`src/rtl/inst_issue_unit.sv`:
```
// Instruction issue unit: replays a small program buffer to a valid/ready consumer,
// with a configurable repeat count and idle gap after every accepted instruction.
module inst_issue_unit #(
  parameter int DEPTH = 16,
  parameter int AW    = 4
) (
  input  logic          clk,
  input  logic          rst,
  input  logic          prog_wen,
  input  logic [AW-1:0] prog_waddr,
  input  logic [7:0]    prog_wdata,
  input  logic [AW:0]   prog_len,
  input  logic [3:0]    rep,
  input  logic [1:0]    gap,
  input  logic          start,
  input  logic          abort,
  output logic [7:0]    inst,
  output logic          inst_valid,
  input  logic          inst_ready,
  output logic          busy,
  output logic          done,
  output logic [7:0]    issued_cnt
);

  typedef enum logic [1:0] {
    S_IDLE  = 2'd0,
    S_ISSUE = 2'd1,
    S_GAP   = 2'd2
  } state_t;

  localparam logic [AW:0]   LEN_ONE = 1;
  localparam logic [AW-1:0] PTR_ONE = 1;

  function automatic logic [7:0] sat_inc(input logic [7:0] v);
    return (v == 8'hFF) ? v : v + 8'd1;
  endfunction

  logic [7:0]    buf_mem [DEPTH];

  state_t        state_q, state_d;
  logic [AW-1:0] ptr_q, ptr_d;
  logic [3:0]    pass_q, pass_d;
  logic [AW:0]   len_q, len_d;
  logic [1:0]    gap_q, gap_d;
  logic [1:0]    gap_cnt_q, gap_cnt_d;
  logic [7:0]    inst_q, inst_d;
  logic          inst_valid_q, inst_valid_d;
  logic          busy_q, busy_d;
  logic          done_q, done_d;
  logic [7:0]    issued_q, issued_d;

  logic          wr_en;
  logic          xfer;
  logic          last_in_pass;
  logic [AW-1:0] next_ptr;

  assign xfer         = inst_valid_q && inst_ready;
  assign last_in_pass = ({1'b0, ptr_q} == (len_q - LEN_ONE));
  assign next_ptr     = last_in_pass ? '0 : (ptr_q + PTR_ONE);

  always_comb begin
    state_d      = state_q;
    ptr_d        = ptr_q;
    pass_d       = pass_q;
    len_d        = len_q;
    gap_d        = gap_q;
    gap_cnt_d    = gap_cnt_q;
    inst_d       = inst_q;
    inst_valid_d = inst_valid_q;
    done_d       = 1'b0;
    issued_d     = issued_q;
    wr_en        = 1'b0;

    case (state_q)
      S_IDLE: begin
        wr_en = prog_wen;
        if (start) begin
          issued_d = '0;
          if (prog_len != '0) begin
            state_d      = S_ISSUE;
            ptr_d        = '0;
            pass_d       = rep;
            len_d        = prog_len;
            gap_d        = gap;
            inst_d       = buf_mem[0];
            inst_valid_d = 1'b1;
          end else begin
            done_d = 1'b1;
          end
        end
      end

      S_ISSUE: begin
        // A transfer coinciding with abort still counts.
        if (xfer) issued_d = sat_inc(issued_q);
        if (abort || (xfer && last_in_pass && (pass_q == '0))) begin
          state_d      = S_IDLE;
          inst_d       = 8'h00;
          inst_valid_d = 1'b0;
          done_d       = 1'b1;
          ptr_d        = '0;
          pass_d       = '0;
        end else if (xfer) begin
          ptr_d = next_ptr;
          if (last_in_pass) pass_d = pass_q - 4'd1;
          if (gap_q == '0) begin
            inst_d = buf_mem[next_ptr];
          end else begin
            state_d      = S_GAP;
            gap_cnt_d    = gap_q;
            inst_d       = 8'h00;
            inst_valid_d = 1'b0;
          end
        end
      end

      S_GAP: begin
        if (abort) begin
          state_d      = S_IDLE;
          inst_d       = 8'h00;
          inst_valid_d = 1'b0;
          done_d       = 1'b1;
          ptr_d        = '0;
          pass_d       = '0;
        end else if (gap_cnt_q == 2'd1) begin
          state_d      = S_ISSUE;
          inst_d       = buf_mem[ptr_q];
          inst_valid_d = 1'b1;
        end else begin
          gap_cnt_d = gap_cnt_q - 2'd1;
        end
      end

      default: begin
        state_d      = S_IDLE;
        inst_d       = 8'h00;
        inst_valid_d = 1'b0;
      end
    endcase

    busy_d = (state_d != S_IDLE);
  end

  always_ff @(posedge clk or posedge rst) begin
    if (rst) begin
      state_q      <= S_IDLE;
      ptr_q        <= '0;
      pass_q       <= '0;
      len_q        <= '0;
      gap_q        <= '0;
      gap_cnt_q    <= '0;
      inst_q       <= 8'h00;
      inst_valid_q <= 1'b0;
      busy_q       <= 1'b0;
      done_q       <= 1'b0;
      issued_q     <= '0;
    end else begin
      state_q      <= state_d;
      ptr_q        <= ptr_d;
      pass_q       <= pass_d;
      len_q        <= len_d;
      gap_q        <= gap_d;
      gap_cnt_q    <= gap_cnt_d;
      inst_q       <= inst_d;
      inst_valid_q <= inst_valid_d;
      busy_q       <= busy_d;
      done_q       <= done_d;
      issued_q     <= issued_d;
    end
  end

  // Program storage survives reset so a program can be replayed after recovery.
  always_ff @(posedge clk) begin
    if (wr_en) buf_mem[prog_waddr] <= prog_wdata;
  end

  assign inst       = inst_q;
  assign inst_valid = inst_valid_q;
  assign busy       = busy_q;
  assign done       = done_q;
  assign issued_cnt = issued_q;

endmodule

```
`config.mk`:
```
export PLATFORM = sky130hd
export DESIGN_NAME = inst_issue_unit
export DESIGN_NICKNAME = d
export VERILOG_FILES = /design/src/rtl/inst_issue_unit.sv
export SDC_FILE = /design/constraint.sdc
export NUM_CORES = 1
export LEC_CHECK = 0
export ABC_CLOCK_PERIOD_IN_PS = 2100
export BUFFER_PORTS_ARGS = -buffer_cell sky130_fd_sc_hd__buf_2
export CAP_MARGIN = 20
export CORE_MARGIN = 2
export CORE_UTILIZATION = 25
export DETAILED_ROUTE_END_ITERATION = 8
export SYNTH_ARGS = -nofsm -noshare
export SYNTH_HDL_FRONTEND = slang
export SYNTH_SLANG_ARGS = --single-unit
```
`constraint.sdc`:
```
create_clock -name clk -period 2.1 [get_ports clk]
set_input_delay 0.105 -clock clk [delete_from_list [all_inputs] [get_ports clk]]
set_output_delay 0.105 -clock clk [all_outputs]
set_load 0.01 [all_outputs]
```
==> results.txt, run 1 <==
The flow ran to the end, but the final reports show violations. The checks that failed: setup timing. The netlist uses 64 different library cells. The final antenna diode count came out at 0.

The starting density of the core came out at 25.6%. Setup repair after global routing could not meet its margin everywhere. The number of fill cells in the layout came out at 3208. The flip-flop and latch count after synthesis came out at 166. The setup total negative slack came out at -2770 ps. The per-cell via count in the routed design came out at 5.03. The power spent charging and discharging nets is 5.45 mW. The placement-stage cell area is 9950 µm².

The number of H-tree levels is 4. The final standard cell area without fillers came out at 11300 µm². The wire length per cell after detailed routing came out at 20.4 µm. In the global route stage, overall resource usage came out at 14.3%. During synthesis, Yosys emitted a total of 0 warnings. The number of nets produced by synthesis is 663. The layout-stage area growth over the synthesis result came out at 34.8%. The worst-skew pair later-pin latency is 450 ps. TritonCTS built the clock tree. The number of violations of the max-capacitance limit is 0. The kind of capture point of the worst setup path is a register. In the routed design, unresolved DRC markers number 0.

The initialized floorplan defines 66 standard-cell rows. For this run, the leading register cell type out of synthesis is sky130_fd_sc_hd__edfxtp_1. The final setup slack of the worst path came out at -308 ps. The number of instances in the synthesized netlist came out at 625. The post-route netlist has 39.2% of its cells at a drive strength greater than 1. The number of antenna violations at the first check in global routing is 0. The via count of the routed design came out at 6303. The antenna violation net count after detailed routing came out at 0. The first-iteration detailed-routing DRC count is 696. The design internal power is 9.16 mW. The routability congestion estimate came out at 0.848.

STA puts the critical path data arrival time at 2730 ps. The routed wire length came out at 25.5 mm. The clock-pin slew reported for the worst setup and hold paths after clock tree synthesis came out at 70 ps. The multi-input combinational cells in the finished layout cover a total of 3570 µm². The number of clock buffers inserted by TritonCTS is 17.

For this design the static power due to leakage is 4.07 nW. The area of the core came out at 32700 µm². The first-pass GRT wire length is 37.7 mm. The area enclosed by the die boundary is 34900 µm². The combined area of all synthesized cells came out at 8360 µm². The final period utilization came out at 115%. Once placement completed, the tool counted placed cells totaling 1181. The register area share after synthesis came out at 57.3%. After the flow finishes, the layout carries non-filler instances totaling 1253.

From bottom edge to top edge, the die measures 187 µm. The maximum buffer depth of the clock tree is 2. The clock drives 166 sinks. The switching part of the total power came out at 37.3%.

The number of synthesized flops with an enable pin came out at 128. In the final layout, flip-flops and latches occupy 4800 µm². The global route total overflow came out at 0. The root buffer cell chosen for the clock tree is sky130_fd_sc_hd__clkbuf_16. For this design the ratio of total power to cell area is 1300 nW/µm². The worst hold path belongs to the class in2reg. The maximum resistive drop on vdd is 0.670 mV. The count of input and output buffers is 47. The die is 187 µm wide.

Setup violations remaining at the end of the flow were counted as 17. Combinational logic burns 49.8% of the power. Along the worst path, the maximum fanout reaches 8. The share of total power in the clock network is 21.6%. The measured slew at the worst slew-check pin came out at 513 ps. Counting flops with an async set or reset pin after synthesis yields a share of 22.9%. The layout net count came out at 836. The setup path with the least slack is of type reg2reg. The mean instance size in the synthesized netlist is 13.4 µm². The number of hold-slack violations in the final timing report came out at 0. The required arrival time at the worst endpoint is 2420 ps. The worst setup path is launched from a register. The total I/O pin count is 48.

The total count of max-transition violations in the final report came out at 0. The utilization after layout came out at 34.5%. The max-slew headroom at the worst pin came out at 65.6%. The highest clock rate came out at 0.415 GHz.

The shortest clock period the worst path allows after layout came out at 2410 ps. The tightest hold path in the finished design has a slack of 36.8 ps. The detailed-routing iteration count for the pre-antenna-repair pass came out at 5. The via count of the first global-routing pass was 6131.

The share of total power dissipated in sequential elements is 28.6%. Entering global routing, the biggest net connects 28 pins. The clock tree skew after final layout is 16.4 ps.

Summed over all nets, the half-perimeter wirelength after detailed placement is 17.3 mm.
[area by class of cell]
class,instances,area share (%)
clock buffer,17,3.77
clock inverter,15,1.60
inverter,16,0.555
multi-input combinational,406,31.7
sequential,166,42.6
tap,442,4.91
timing repair buffer,191,14.9
[cell usage in the layout (no fill, tap or decap), types with 14 or more instances in the layout]
| cell type | count |
|---|---|
| sky130_fd_sc_hd__buf_12 | 14 |
| sky130_fd_sc_hd__clkbuf_16 | 21 |
| sky130_fd_sc_hd__buf_4 | 100 |
| sky130_fd_sc_hd__nand2_1 | 23 |
| sky130_fd_sc_hd__mux4_2 | 44 |
| sky130_fd_sc_hd__nor2_1 | 57 |
| sky130_fd_sc_hd__a21oi_1 | 34 |
| sky130_fd_sc_hd__buf_2 | 48 |
| sky130_fd_sc_hd__edfxtp_1 | 128 |
| sky130_fd_sc_hd__dfrtp_1 | 36 |
| sky130_fd_sc_hd__mux2i_1 | 23 |
[logic make-up (layout without fill, tap and decap cells)]
kind of cell,count (synthesis),after routing,synth area share (%)
DFF,166,166,57.3
and+or+nand+nor,160,160,9.04
AOI/OAI and AO/OA,146,146,11.7
muxes,80,80,16.4
buffers and inverters,53,239,3.07
xor gates and xnor gates,11,11,1.15
adders and majority gates,9,9,1.35
[path summary, 6_finish.rpt]
check	from	end	slack (ps)	cells past startpoint
min in group asynchronous	rst	len_q[4]	180	3
min	prog_wdata[0]	buf_mem[4][0]	40	1
max	len_q[0]	inst[5]	-310	9
min reg2reg	inst[7]	inst[7]	520	2
max in group asynchronous	rst	pass_q[2]	1340	4
max reg2reg	len_q[0]	inst[5]	-310	9
[through the flow]
| stage | power [mW] | setup WS (ps) |
|---|---|---|
| after floorplan | 7.95 | -140 |
| after global placement | 10.1 | -290 |
| after detailed placement | 10.1 | -370 |
| after CTS | 13.7 | -297 |
| after global routing | 15.3 | -383 |
| final | 14.6 | -308 |
[Yosys cell counts (5+ instances only)]
cell	count	area share [%]
sky130_fd_sc_hd__o21ai_0	19	1.1
sky130_fd_sc_hd__nor3_1	17	1.0
sky130_fd_sc_hd__xor2_1	7	0.73
sky130_fd_sc_hd__a2bb2oi_1	6	0.63
sky130_fd_sc_hd__mux2_2	12	1.6
sky130_fd_sc_hd__edfxtp_1	128	46
sky130_fd_sc_hd__clkbuf_1	15	0.67
sky130_fd_sc_hd__nand2b_1	8	0.60
sky130_fd_sc_hd__dfrtp_1	38	11
sky130_fd_sc_hd__or3_1	8	0.60
sky130_fd_sc_hd__nor2_1	60	2.7
sky130_fd_sc_hd__inv_1	14	0.63
sky130_fd_sc_hd__nand4_1	6	0.45
sky130_fd_sc_hd__nand3_1	13	0.78
sky130_fd_sc_hd__mux4_2	44	12
sky130_fd_sc_hd__buf_4	5	0.45
sky130_fd_sc_hd__a22oi_1	11	0.99
sky130_fd_sc_hd__nand2_1	26	1.2
sky130_fd_sc_hd__a21oi_1	40	2.4
sky130_fd_sc_hd__o211ai_1	11	0.99
sky130_fd_sc_hd__o21ai_1	8	0.48
sky130_fd_sc_hd__ha_1	9	1.3
sky130_fd_sc_hd__buf_2	11	0.66
sky130_fd_sc_hd__mux2i_1	23	2.8
sky130_fd_sc_hd__and2_1	8	0.60
sky130_fd_sc_hd__a31oi_1	7	0.52
[state kept, by name, indices dropped and copies added (netlist names), 4 cells and up]
name        count
issued_cnt      8
buf_mem       128
len_q           5
inst            8
ptr_q           4
pass_q          4
[worst max-delay path, cell delays in order (launching register included)]
cell and delay, ps:
sky130_fd_sc_hd__dfrtp_1 380, sky130_fd_sc_hd__inv_2 70, sky130_fd_sc_hd__ha_4 170, sky130_fd_sc_hd__nand4b_1 130, sky130_fd_sc_hd__a21oi_2 100, sky130_fd_sc_hd__o311a_1 370, sky130_fd_sc_hd__or3_4 420, sky130_fd_sc_hd__o211ai_1 210
sky130_fd_sc_hd__o211ai_1 140, sky130_fd_sc_hd__a221o_1 320
[timing repair]
item	CTS	global route
pin swaps	16	14
gates cloned	1	4
hold endpoints to repair	31	0
gates resized for setup	29	39
buffers inserted	4	20
endpoints found under the setup margin	22	107
hold buffers	13	0
[power groups by stage]
stage                     Combinational, mW  Clock, mW  Sequential (mW)
after floorplan                        3.79          0             4.16
after global placement                 5.85          0             4.22
after detailed placement               5.90          0             4.23
after CTS                              6.25       3.22             4.19
after global routing                   7.75       3.34             4.22
final                                  7.27       3.16             4.18
[metal layers]
metal  global-route usage (%)  vias up  part of all wire (%)  wire length, µm
li1                         -     2808                     -                -
met1                     20.0     3078                    43            11100
met2                     21.1      360                    44            11300
met3                     3.88       57                   9.5             2440
met4                     5.31        0                   2.9              732
met5                        0        -                     0                0
No activity file was read; power rests on OpenSTA's default activity.
==> run 2: changes to the inputs <==
--- a/config.mk
+++ b/config.mk
@@ -8,7 +8,6 @@
 export ABC_CLOCK_PERIOD_IN_PS = 2100
 export BUFFER_PORTS_ARGS = -buffer_cell sky130_fd_sc_hd__buf_2
 export CAP_MARGIN = 20
-export CORE_MARGIN = 2
 export CORE_UTILIZATION = 25
 export DETAILED_ROUTE_END_ITERATION = 8
 export SYNTH_ARGS = -nofsm -noshare
==> run 2 against run 1 <==
  * The flow still finishes with violations (setup timing)
  * Sequential share of layout area fell by 0.052 points
  * Critical path type unchanged
  * Count of clock-buffer cells in the layout stayed put
  * Total power shrank 0.26%
  * Worst setup slack got worse by 7.5 ps
==> results.txt, run 2 (synthesis gave the netlist of run 1 again) <==
The flow ran to the end, but the final reports show violations. The final reports fail on setup timing. The area enclosed by the die boundary came out at 34200 µm². The count of endpoints failing setup in the final report is 18. Among all stages on the critical path, the largest delay is contributed by sky130_fd_sc_hd__dfrtp_4.

Setup repair after global routing could not meet its margin everywhere. Summed over all failing endpoints, the final setup total negative slack is -3560 ps. The capturing point of the worst reg2reg path is inst[6]. The number of cells on the critical path is 7. The shortest clock period the worst path allows after layout is 2420 ps. The layout net count came out at 846. The register with the most flip-flops is buf_mem. The total power density per cell area is 1290 nW/µm². The pre-antenna-repair detailed-routing pass consisted of 5 iterations. The detailed router finished its first iteration with 653 violations. The cell depth of the worst min-delay path came out at 1. The terminating pin of the worst hold path is buf_mem[9][0]. The final period utilization is 115%. The kind of capture point of the worst setup path is a register. The clock arrives with 20.1 ps of skew.

During placement, the flow inserted port buffers numbering 47. The maximum resistive drop on vdd came out at 0.644 mV. The measured slew at the worst slew-check pin is 520 ps.

The layout-stage area growth over the synthesis result came out at 34.9%. The initial utilization of the core area, before any placement, comes to 25.6%. The number of antenna violations at the first check in global routing came to 0. The maximum fanout count along the critical path came out at 7. The TritonCTS clock tree is built. The critical path launch point type is a register.

The number of rows in the core area came out at 66. For this run, the total global-route usage over all layers was measured as 14.8%. The top cell types in the final layout, fill and taps aside, are sky130_fd_sc_hd__edfxtp_1, sky130_fd_sc_hd__buf_4, sky130_fd_sc_hd__nor2_1.

The total count of max-transition violations in the final report came out at 0. The switching part of the total power is 36.8%. The critical path goes through buf_12, buf_12, mux4_2, mux4_2, a22o_1, a22o_1, a31o_1. The arrival time of data at the critical path endpoint is 2750 ps. The register with the most flip-flops in the layout has 128 of them. The floorplan die width is 185 µm. The design internal power is 9.21 mW.

The cell total after placement came out at 1200. The clock-pin slew reported for the worst setup and hold paths after clock tree synthesis came out at 80 ps. Measured along the y axis, the die boundary spans 185 µm. The required arrival time at the worst endpoint is 2440 ps. In this run the most critical hold path is launched from prog_wdata[0]. Counting both buffers and inverters, the worst setup path holds a total of 2. The half-perimeter wire length after detailed placement is 18.0 mm. The number of cells on the worst reg-to-reg path is 7.

The root buffer cell chosen for the clock tree is sky130_fd_sc_hd__clkbuf_16. The number of DRC violations after detailed routing is 0. Entering global routing, the biggest net connects 27 pins.

The later pin in the worst-skew pair is clocked with a latency of 450 ps. The number of violations of the max-capacitance limit is 0. The number of hold-slack violations in the final timing report is 0. The routability congestion estimate is 0.907. The area of the core came out at 32700 µm². The power spent charging and discharging nets is 5.36 mW. Of the total power, registers draw 28.7%. The routed layout has 6402 vias.

The library cell used most frequently in the layout, excluding fill and tap cells, is sky130_fd_sc_hd__edfxtp_1. For flop-to-flop paths, the worst setup slack is -320 ps. The final setup slack of the worst path came out at -315 ps. The class of the most critical hold timing path is in2reg. The maximum single-stage delay on the critical path is 520 ps. The via count of the first global-routing pass is 6081. The antenna violation net count after detailed routing is 0. The max-slew headroom at the worst pin is 65.2%. The first-pass GRT wire length is 37.0 mm.

The static leakage is 4.11 nW. The highest clock rate came out at 0.414 GHz. The number of H-tree levels is 4. The final antenna diode count is 0. The wire length per cell after detailed routing is 19.9 µm. The per-cell via count in the routed design is 5.07. The share of total power in the clock network came out at 21.9%. The maximum buffer depth of the clock tree came out at 2. The part of the power in combinational logic came out at 49.4%. The pre-CTS setup slack came out at -341 ps. In this design, the largest share of critical-path delay is due to multiplexers.

Clock tree synthesis found a total of 166 sinks. The worst register-to-register path begins at ptr_q[0]. Wires add up to 25.2 mm.

The number of clock buffers inserted by TritonCTS is 17. The worst setup path is of the reg2reg kind. The total I/O pin count came out at 48. The final non-filler cell total is 1263.

The fraction of final layout cells sized beyond drive strength 1 came out at 40.2%. The global route total overflow is 0.
-- run 2: cell types whose count changed in the layout (fill, tap and decap cells not counted), moves of 2 or more --
cell and delta:
sky130_fd_sc_hd__clkinv_4 -2, sky130_fd_sc_hd__o21ai_0 +3, sky130_fd_sc_hd__inv_6 +3, sky130_fd_sc_hd__buf_4 +16, sky130_fd_sc_hd__nor2_1 -3, sky130_fd_sc_hd__nor2_2 +4, sky130_fd_sc_hd__o21ai_1 -2, sky130_fd_sc_hd__nand2_2 -2
sky130_fd_sc_hd__nor3_2 -2, sky130_fd_sc_hd__buf_12 -3, sky130_fd_sc_hd__clkinv_8 -3
-- run 2: stage by stage --
stage                     power [mW]  utilization [%]  hold WS [ps]  instance area, µm²
after detailed placement        10.3             30.7          79.1               10000
after global placement          10.3             30.7          80.2               10000
after global routing            15.3             34.5          35.3               11300
final                           14.6             34.5          43.9               11300
after floorplan                 7.95                -           204                8420
after CTS                       13.9             33.5          27.9               10900
-- run 2: timing repair --
item	CTS	global route
hold endpoints to repair	23	0
hold buffers	13	0
setup endpoints to repair	28	85
cloned	1	3
pin swaps	7	18
resized for setup	28	41
setup buffers	3	12
-- run 2: final cells by class --
type | count | area (µm²)
timing repair buffer | 201 | 1690
tap | 442 | 553
sequential | 166 | 4800
clock buffer | 17 | 425
multi-input combinational | 406 | 3580
inverter | 16 | 62.6
clock inverter | 15 | 175
fill | 3203 | 21400
-- run 2: worst reg2reg max path: stages, from the launching register on --
cell                      delay [ps]
sky130_fd_sc_hd__dfrtp_4         520
sky130_fd_sc_hd__buf_12          160
sky130_fd_sc_hd__buf_12          140
sky130_fd_sc_hd__mux4_2          470
sky130_fd_sc_hd__mux4_2          490
sky130_fd_sc_hd__a22o_1          190
sky130_fd_sc_hd__a22o_1          170
sky130_fd_sc_hd__a31o_1          180
-- run 2: how the worst max path moves through the flow --
| stage | slack [ps] | end | from |
|---|---|---|---|
| floorplan | -140 | inst[2] | len_q[0] |
| global placement | -290 | inst[2] | len_q[0] |
| detailed placement | -340 | inst[2] | len_q[0] |
| CTS | -270 | inst[6] | ptr_q[0] |
| global route | -370 | inst[4] | len_q[1] |
| finish | -320 | inst[6] | ptr_q[0] |
-- run 2: metal layers --
layer | wire length [µm] | vias up | track usage (%)
met4 | 633 | 0 | 5.45
li1 | - | 2837 | -
met2 | 11400 | 282 | 22.1
met5 | 0 | - | 0
met1 | 11300 | 3235 | 20.1
met3 | 1780 | 48 | 4.35
-- run 2: power by group through the flow --
| stage | Sequential (mW) | Clock, mW | Combinational, mW |
|---|---|---|---|
| after CTS | 4.19 | 3.25 | 6.49 |
| final | 4.18 | 3.20 | 7.19 |
| after global placement | 4.22 | 0 | 6.07 |
| after floorplan | 4.16 | 0 | 3.79 |
| after detailed placement | 4.23 | 0 | 6.12 |
| after global routing | 4.21 | 3.38 | 7.66 |
